[config.mk]
export PLATFORM = sky130hd
export DESIGN_NAME = fp16_to_q88_buffer
export DESIGN_NICKNAME = d
export VERILOG_FILES = /design/src/rtl/fp16_to_q88_buffer.sv
export SDC_FILE = /design/constraint.sdc
export NUM_CORES = 1
export LEC_CHECK = 0
export BUFFER_PORTS_ARGS = -buffer_cell sky130_fd_sc_hd__buf_2
export CAP_MARGIN = 0
export CORE_AREA = 5 5 138 140
export DETAILED_ROUTE_END_ITERATION = 8
export DIE_AREA = 0 0 143 145
export PLACE_DENSITY = 0.65
export SYNTH_ARGS = -nofsm -noshare
export SYNTH_HDL_FRONTEND = slang
export SYNTH_SLANG_ARGS = --single-unit
[constraint.sdc]
create_clock -name aclk -period 3.1 [get_ports aclk]
set_clock_uncertainty 0.05 [all_clocks]
set_input_delay 0.62 -clock aclk [delete_from_list [all_inputs] [get_ports aclk]]
set_output_delay 0.62 -clock aclk [all_outputs]
set_load 0.01 [all_outputs]
[src/rtl/fp16_to_q88_buffer.sv]
// binary16 -> signed Q8.8 converter with saturation,
// feeding a show-ahead FIFO with an AXI-Stream master side.
module fp16_to_q88_buffer #(
  parameter int DEPTH = 8
) (
  input  logic                     aclk,
  input  logic                     aresetn,
  input  logic                     s_axis_tvalid,
  input  logic [15:0]              s_axis_tdata,
  output logic                     m_axis_tvalid,
  input  logic                     m_axis_tready,
  output logic [15:0]              m_axis_tdata,
  output logic [$clog2(DEPTH):0]   fill_level,
  input  logic                     clr_status,
  output logic                     overflow,
  output logic                     nan_seen,
  output logic [7:0]               drop_count
);

  localparam int AW = $clog2(DEPTH);
  localparam int CW = AW + 1;

  logic [15:0]   r_mem [DEPTH];
  logic [AW-1:0] r_rd;
  logic [AW-1:0] r_wr;
  logic [CW-1:0] r_cnt;
  logic          r_ovf;
  logic          r_nan;
  logic [7:0]    r_drop;

  logic          w_sign;
  logic [4:0]    w_exp;
  logic [9:0]    w_man;
  logic [23:0]   w_sig;
  logic [23:0]   w_mag;
  logic [4:0]    w_lsh;
  logic [4:0]    w_rsh;
  logic          w_zero;
  logic          w_inf;
  logic          w_nan;
  logic          w_pos;
  logic          w_neg;
  logic [15:0]   w_q88;
  logic          w_full;
  logic          w_rd;
  logic          w_wr;
  logic          w_drop;

  assign w_sign = s_axis_tdata[15];
  assign w_exp  = s_axis_tdata[14:10];
  assign w_man  = s_axis_tdata[9:0];

  // 24 bits hold 2047 << 13 without wrapping
  assign w_sig  = {13'd0, 1'b1, w_man};
  assign w_lsh  = w_exp - 5'd17;
  assign w_rsh  = 5'd17 - w_exp;
  assign w_mag  = (w_exp >= 5'd17) ? (w_sig << w_lsh)
                                   : (w_sig >> w_rsh);

  assign w_zero = (w_exp == 5'd0);
  assign w_inf  = (w_exp == 5'd31) && (w_man == 10'd0);
  assign w_nan  = (w_exp == 5'd31) && (w_man != 10'd0);
  assign w_pos  = !w_zero && (w_exp != 5'd31) && !w_sign;
  assign w_neg  = !w_zero && (w_exp != 5'd31) && w_sign;

  // Class-based selection of the saturated Q8.8 result
  always_comb begin
    w_q88 = '0;
    unique case (1'b1)
      w_zero: w_q88 = '0;
      w_inf:  w_q88 = w_sign ? 16'h8000 : 16'h7FFF;
      w_nan:  w_q88 = '0;
      w_pos:  w_q88 = (w_mag > 24'd32767) ? 16'h7FFF
                                          : w_mag[15:0];
      w_neg:  w_q88 = (w_mag >= 24'd32768) ? 16'h8000
                                           : (~w_mag[15:0] + 16'd1);
      default: w_q88 = '0;
    endcase
  end

  assign w_full = (r_cnt == CW'(DEPTH));
  assign w_rd   = m_axis_tvalid && m_axis_tready;
  assign w_wr   = s_axis_tvalid && (!w_full || w_rd);
  assign w_drop = s_axis_tvalid && w_full && !w_rd;

  assign m_axis_tvalid = (r_cnt != '0);
  assign m_axis_tdata  = m_axis_tvalid ? r_mem[r_rd] : 16'h0000;
  assign fill_level    = r_cnt;
  assign overflow      = r_ovf;
  assign nan_seen      = r_nan;
  assign drop_count    = r_drop;

  // Storage array; stale entries are masked by the valid gate
  always_ff @(posedge aclk) begin
    if (w_wr) r_mem[r_wr] <= w_q88;
  end

  // Pointers and occupancy
  always_ff @(posedge aclk or negedge aresetn) begin
    if (!aresetn) begin
      r_rd  <= '0;
      r_wr  <= '0;
      r_cnt <= '0;
    end else begin
      if (w_wr) r_wr <= r_wr + AW'(1);
      if (w_rd) r_rd <= r_rd + AW'(1);
      unique case ({w_wr, w_rd})
        2'b10:   r_cnt <= r_cnt + CW'(1);
        2'b01:   r_cnt <= r_cnt - CW'(1);
        default: r_cnt <= r_cnt;
      endcase
    end
  end

  // Sticky status; a clear wins over a same-cycle event
  always_ff @(posedge aclk or negedge aresetn) begin
    if (!aresetn) begin
      r_ovf  <= 1'b0;
      r_nan  <= 1'b0;
      r_drop <= '0;
    end else if (clr_status) begin
      r_ovf  <= 1'b0;
      r_nan  <= 1'b0;
      r_drop <= '0;
    end else begin
      if (w_drop) begin
        r_ovf <= 1'b1;
        if (r_drop != 8'hFF) r_drop <= r_drop + 8'd1;
      end
      if (s_axis_tvalid && w_nan) r_nan <= 1'b1;
    end
  end

endmodule
==> metrics.cfg, run 1 <==
[logic_synthesis]
synth-edff-count=128
ys_seq_area_share_pct=53.24
async_flop_share_pct=13.51
synth-seq-cells=148
synth_common_cells=edfxtp_1, nor2_1, nand2_1
synth_area_leaders=edfxtp_1, mux4_2, dfrtp_1
synth.cell_area_sq_um=8160
synth_cells=626
yosysUniqueCellTypes=75
syn_area_per_cell_sq_um=13.04
synth_most_common_cell=edfxtp_1
syn_nets=661
synthFlopType=edfxtp_1
synth_top_area_share_pct=47.10
yosysWarnings=0
synth.largest_area_cell=edfxtp_1

[critical_path]
crit_required_ns=3.33
crit_path_cell_trace=buf_8 > inv_8 > ha_4 > buf_8 > buf_8 > or3b_2 > a21oi_2 > o211ai_1 > a2111oi_4 > nor3_4 > or3_4 > buf_6 > o211ai_1 > buf_4
critical_path_class=primary input to register
slowest_stage=or3b_2
crit_top_cell=buf_8
cp_max_fo=9
cp-end-kind=register
cp.arrival_ns=3.65
critPathLaunchType=primary input
max_stage_delay_ns=0.46

[route]
firstDrtPassIters=5
wl_met3_microns=903
wl_mm=21.45
route.detailed.drc=0
wl_per_cell_microns=20.54
drtIter0Drc=345
vias=6059
via_per_inst=5.804
drtAntennaViolNets=0
wl_met1_mm=9.155
top_layer=met4
met2_length_mm=10.86

[clock_tree]
htree_levels=4
hold_buffers=0
numCtsBuffers=17
clock_path_buffers=2
clk_pin_slew_ns=0.06
cts-root-buf=clkbuf_16
cts_sinks=148
cts_tree=yes
clk_latency_ns=0.41

[finish]
fillerInstances=1353
antennaDiodeCount=0
syn_to_final_growth_pct=31.43
layout-drive-gt1-share_pct=42.58
final_nets=837
final_util_pct=60.53

[grt]
overflow=0
grt_pass1_wl_mm=33.67
gr-usage-all-layers_pct=20.68
grt_max_degree=35
antenna_found_initial=0
grt_pass1_vias=6179

[status]
violations=negative setup slack
status=complete, but fails checks

[timing]
hold_violations=0
fmax_ghz=0.2922
max_slew_margin_pct=57.63
tns_ns=-28.49
report.final.setup_viol=128
period_needed_ns=3.422
rsz0062_at_grt=true
fin_ws_ns=-0.3223
fin_crit_sh_pct=110.4
drv_slew=0
worst_slew_pin_slew_ns=0.6302

[pwr]
ir_drop_mv=0.4455
power_leakage_nw=4.103
powerDensity_nw_per_um2=707.2

[floorplanning]
io_pins=52
die_x_microns=143
core_sq_um=17720
rows=49
die-area_sq_um=20740
fp.dieH_microns=145
start_util_pct=46.06

[place]
place_ws_ns=-0.8031
gp_congestion=1.009
dp_hpwl_mm=14.42
portBuffers=51

[flow_run]
max_cap_viol_count=0

[min_path]
hp-class=primary input to async pin

final cells by class:
| class | instances | area, sq um | area share, % |
|---|---|---|---|
| Inverter | 15 | 68.82 | 0.6416 |
| Multi-Input combinational cell | 420 | 4000 | 37.30 |
| Clock buffer | 25 | 496.7 | 4.631 |
| Timing Repair Buffer | 200 | 1481 | 13.81 |
| Sequential cell | 148 | 4345 | 40.52 |
| Clock inverter | 7 | 46.29 | 0.4316 |
| Tap cell | 229 | 286.5 | 2.671 |
cell usage in the layout (no fill, tap or decap), types with 3 or more instances in the layout:
| cell | Yosys | layout |
|---|---|---|
| inv_4 | 0 | 3 |
| xnor2_1 | 15 | 11 |
| xor2_1 | 13 | 12 |
| clkbuf_16 | 0 | 19 |
| nor2_1 | 54 | 53 |
| o21a_1 | 6 | 6 |
| clkbuf_1 | 25 | 5 |
| or3_1 | 4 | 3 |
| a21oi_2 | 0 | 4 |
| inv_1 | 15 | 13 |
| nand3_1 | 10 | 9 |
| edfxtp_1 | 128 | 128 |
| and2_1 | 6 | 6 |
| mux4_2 | 43 | 44 |
| mux2i_1 | 29 | 27 |
| nor3_2 | 2 | 3 |
| o221ai_4 | 0 | 6 |
| nand4_1 | 7 | 7 |
| o211ai_1 | 5 | 5 |
| nor3_1 | 15 | 12 |
| nand3b_1 | 3 | 3 |
| buf_2 | 8 | 49 |
| o22ai_1 | 4 | 4 |
| o21ai_0 | 17 | 15 |
| a21o_1 | 5 | 5 |
| ha_1 | 13 | 11 |
| buf_8 | 1 | 3 |
| nand2b_1 | 6 | 6 |
| dfrtp_1 | 20 | 19 |
| xnor2_2 | 0 | 4 |
| a21oi_1 | 21 | 16 |
| mux2_4 | 1 | 3 |
| inv_6 | 0 | 3 |
| a211oi_2 | 1 | 4 |
| o31ai_1 | 3 | 3 |
| nand2_1 | 44 | 43 |
| buf_4 | 1 | 135 |
| mux2_2 | 9 | 8 |
| buf_6 | 2 | 10 |
| nor2b_1 | 10 | 10 |
power by group:
| part | internal (mW) | switching, mW | leakage (nW) |
|---|---|---|---|
| logic | 1.43 | 1.58 | 2.40 |
| registers | 2.59 | 0.131 | 1.43 |
| clock network | 1.12 | 0.734 | 0.272 |
| total | 5.14 | 2.45 | 4.10 |
cells by family after synthesis:
group,Yosys count,synth area share (%)
compound gates,107,9.369
xor+xnor,28,3.005
fa+ha+maj,14,2.239
buf+inv,58,3.158
flops,148,53.24
mux,86,17.59
simple gates,185,11.41
final timing paths:
check / startpoint / endpoint / slack, ns / cells past startpoint
min in group aclk: clr_status / overflow$_DFFE_PN0P_ / 0.45 / 2
max reg2reg: fill_level[1]$_DFFE_PN0P_ / fill_level[3]$_DFFE_PN0P_ / 0.64 / 11
max in group asynchronous: aresetn / r_rd[0]$_DFFE_PN0P_ / 2.56 / 1
min reg2reg: overflow$_DFFE_PN0P_ / overflow$_DFFE_PN0P_ / 0.46 / 2
min: aresetn / drop_count[7]$_DFFE_PN0P_ / 0.09 / 1
max: s_axis_tdata[11] / r_mem[6][6]$_DFFE_PP_ / -0.32 / 14
per-layer routing:
layer | up-vias | track usage [%]
li1 | 2787 | -
met1 | 3033 | 27.48
met2 | 204 | 34.47
met3 | 35 | 3.258
met4 | 0 | 7.272
met5 | - | 0
per-stage QoR:
stage                     cells  cell area, sq um  hold slack [ns]  power (mW)
after floorplan             626              8332           0.2744       4.590
after global placement      998              9676           0.4471       5.517
after detailed placement    998              9676           0.4513       5.610
after CTS                  1038             10420          0.09532       7.558
after global routing       1044             10730           0.1234       8.032
final                      1044             10730          0.09270       7.585
timing repair:
item / CTS / global route
pin swaps: 7 / 17
gates resized for setup: 29 / 48
setup buffers: 8 / 6
gates cloned: 0 / 1
hold endpoints to repair: 0 / 0
setup endpoints to repair: 128 / 128
sequential cells by signal, summed over array words and instances, names as in the netlist:
register	flops
fill_level	4
r_mem	128
overflow	1
nan_seen	1
r_rd	3
r_wr	3
drop_count	8
critical path: cells and delay by family:
kind	cells	cell delay, ns
simple gates	3	0.97
compound gates	4	0.97
buf+inv	6	0.75
fa+ha+maj	1	0.32
Note: power is estimated with default switching activity, not from simulation.
==> inputs of run 2 (changes only) <==
ABC_AREA = 1   (was unset)
==> run 2 against run 1 <==
Against the previous run: non-clock buffer count decreased by 68; design area decreased by 8.7%; global-route usage decreased by 0.47 points; the run now ends clean; via count increased by 16%; first-iteration DRC count increased by 68%; critical path depth decreased by 7; die area unchanged; highest routed layer unchanged; clock power increased by 15%; largest cell class unchanged; synthesized cell count increased by 55%.
==> metrics.cfg, run 2 <==
[status]
status=complete, no violations  ; was complete, but fails checks

[clock_tree]
clk_latency_ns=0.42  ; was 0.41 ns
cts-root-buf=clkbuf_16  ; unchanged
numCtsBuffers=17  ; unchanged
htree_levels=4  ; unchanged
post_cts_buffers=0  ; was 8
clk_pin_slew_ns=0.07  ; was 0.06 ns
hold_buffers=0  ; unchanged
clock_path_buffers=2  ; unchanged
cts_resized=0  ; was 29
cts_tree=yes  ; unchanged
cts_sinks=148  ; unchanged

[logic_synthesis]
syn_nets=1008  ; was 661
synth.largest_area_cell=edfxtp_1  ; unchanged
synth.cell_area_sq_um=8147  ; was 8160 sq um
yosysWarnings=0  ; unchanged
synth-edff-count=128  ; unchanged
async_flop_share_pct=13.51  ; unchanged
yosysUniqueCellTypes=38  ; was 75
ys_seq_area_share_pct=53.33  ; was 53.24%
synth_top_area_share_pct=47.18  ; was 47.10%
synth-seq-cells=148  ; unchanged
synth_most_common_cell=nand2_1  ; was edfxtp_1
synth_cells=973  ; was 626
syn_area_per_cell_sq_um=8.373  ; was 13.04 sq um
synth_common_cells=nand2_1, nor2_1, edfxtp_1  ; was edfxtp_1, nor2_1, nand2_1
synth_area_leaders=edfxtp_1, nand2_1, nor2_1  ; was edfxtp_1, mux4_2, dfrtp_1
synthFlopType=edfxtp_1  ; unchanged

[floorplanning]
fp.dieH_microns=145  ; unchanged
io_pins=52  ; unchanged
rows=49  ; unchanged
die-area_sq_um=20740  ; unchanged
core_sq_um=17720  ; unchanged
start_util_pct=45.98  ; was 46.06%
die_x_microns=143  ; unchanged

[finish]
largest_reg_flops=128  ; unchanged
regMostFlops=r_mem  ; unchanged
layout_commonest_cell=nand2_1  ; was buf_4
fin_cells=1329  ; was 1044
fillerInstances=1602  ; was 1353
antennaDiodeCount=0  ; unchanged
final_nets=1122  ; was 837
mostFrequentLayoutCells=nand2_1, nor2_1, edfxtp_1  ; was buf_4, edfxtp_1, nor2_1
final_util_pct=55.29  ; was 60.53%
layout-drive-gt1-share_pct=17.09  ; was 42.58%
syn_to_final_growth_pct=20.24  ; was 31.43%

[critical_path]
ff2ff_setup_slack_ns=0.61  ; was 0.64 ns
max_stage_delay_ns=0.49  ; was 0.46 ns
cp_top_family=buffers and inverters  ; was simple AND/OR/NAND/NOR gates
slowest_stage=inv_1  ; was or3b_2
r2r-start=fill_level[0]$_DFFE_PN0P_  ; was fill_level[1]$_DFFE_PN0P_
crit_start=fill_level[0]$_DFFE_PN0P_  ; was s_axis_tdata[11]
crit_top_cell=inv_1  ; was buf_8
critPathLaunchType=register  ; was primary input
critical_path_class=register to output port  ; was primary input to register
r2r_end=fill_level[3]$_DFFE_PN0P_  ; unchanged
path_buf_inv=3  ; was 6
cp-end-kind=output port  ; was register
crit_required_ns=2.43  ; was 3.33 ns
crit_path_cell_trace=inv_1 > nand3_1 > nor2_1 > inv_1 > o21ai_0 > a31oi_1 > buf_2  ; was buf_8 > inv_8 > ha_4 > buf_8 > buf_8 > or3b_2 > a21oi_2 > o211ai_1 > a2111oi_4 > nor3_4 > or3_4 > buf_6 > o211ai_1 > buf_4
cp.arrival_ns=2.24  ; was 3.65 ns
cp_max_fo=17  ; was 9
reg2reg_depth=14  ; was 11

[route]
drtAntennaViolNets=0  ; unchanged
firstDrtPassIters=5  ; unchanged
drtIter0Drc=578  ; was 345
wl_per_cell_microns=15.46  ; was 20.54 microns
via_per_inst=5.287  ; was 5.804
vias=7027  ; was 6059
wl_mm=20.55  ; was 21.45 mm
route.detailed.drc=0  ; unchanged

[timing]
max_slew_margin_pct=44.94  ; was 57.63%
fmax_ghz=0.3437  ; was 0.2922 GHz
fin_crit_sh_pct=93.86  ; was 110.4%
worst_slew_pin_slew_ns=0.8228  ; was 0.6302 ns
hold_violations=0  ; unchanged
drv_slew=0  ; unchanged
period_needed_ns=2.910  ; was 3.422 ns
rsz0062_at_grt=false  ; was true
report.final.setup_viol=0  ; was 128

[place]
dp_hpwl_mm=14.24  ; was 14.42 mm
gp_congestion=0.9288  ; was 1.009
portBuffers=51  ; unchanged
dp_cells=1297  ; was 998

[pwr]
powerDensity_nw_per_um2=797.4  ; was 707.2 nW/um^2
power_leakage_nw=4.180  ; was 4.103 nW
ir_drop_mv=0.3918  ; was 0.4455 mV

[grt]
grt_pass1_wl_mm=33.70  ; was 33.67 mm
grt_max_degree=67  ; was 35
overflow=0  ; unchanged
grt_pass1_vias=6656  ; was 6179
gr-usage-all-layers_pct=20.21  ; was 20.68%
antenna_found_initial=0  ; unchanged

[min_path]
hp-class=primary input to async pin  ; unchanged

[flow_run]
max_cap_viol_count=0  ; unchanged

-- run 2: cell count changes in the layout (fill, tap and decap cells not counted), sizes merged, moves of 14 or more --
cell,previous run,this run
inv,20,78
mux4,44,0
nand3,10,124
nor2,54,175
a31oi,4,18
mux2i,29,0
nand2,44,218
buf,199,132
o21ai,19,102
-- run 2: worst max path at each step --
| stage | endpoint | slack (ns) | depth (start not counted) |
|---|---|---|---|
| 2_1_floorplan | r_mem[0][12]$_DFFE_PP_ | 0.008 | 17 |
| 3_3_place_gp | r_mem[3][15]$_DFFE_PP_ | -0.32 | 16 |
| 3_5_place_dp | r_mem[6][15]$_DFFE_PP_ | -0.32 | 16 |
| 4_1_cts | r_mem[5][15]$_DFFE_PP_ | 0.1 | 16 |
| 5_1_grt | r_mem[7][10]$_DFFE_PP_ | 0.003 | 20 |
| 6_report | m_axis_tdata[13] | 0.19 | 7 |
-- run 2: metrics by stage --
step / TNS (ns) / cell area [sq um] / hold WS (ns) / setup slack (ns) / total power, mW
3_3_place_gp: -19.93 / 9158 / 0.4378 / -0.3159 / 5.689
4_1_cts: 0 / 9774 / 0.1002 / 0.09675 / 7.841
6_report: 0 / 9796 / 0.09114 / 0.1904 / 7.811
3_5_place_dp: -23.07 / 9158 / 0.4379 / -0.3204 / 5.716
2_1_floorplan: 0 / 8155 / 0.2744 / 0.008197 / 4.630
5_1_grt: 0 / 9796 / 0.1349 / 0.003431 / 8.321
-- run 2: cell families after synthesis --
family | after synthesis | synth area share, %
adders and majority gates | 14 | 2.242
DFF | 148 | 53.33
xor gates and xnor gates | 10 | 1.167
and+or+nand+nor | 536 | 27.63
buffers and inverters | 110 | 5.437
AOI/OAI and AO/OA | 155 | 10.20
-- run 2: layout make-up --
type,instances,area [sq um],share of cell area (%)
flip-flops and latches,148,4345,44.36
multi-input cells,715,3373,34.44
repair buffers,132,892.1,9.107
clock buffers,17,425.4,4.343
well taps,229,286.5,2.925
inverters,73,281.5,2.874
clock inverters,15,191.4,1.954
-- run 2: metal layers --
metal	GRT usage, %	vias to the layer above	share of wire, %
met5	0	-	0
met2	34.63	204	50
li1	-	3556	-
met1	26.46	3229	44
met4	6.511	0	2.2
met3	2.698	38	4.3
-- run 2: power by group --
part	switching, mW	total (mW)	internal [mW]
clock network	0.834	2.12	1.29
registers	0.0979	2.70	2.60
logic	1.96	2.99	1.03
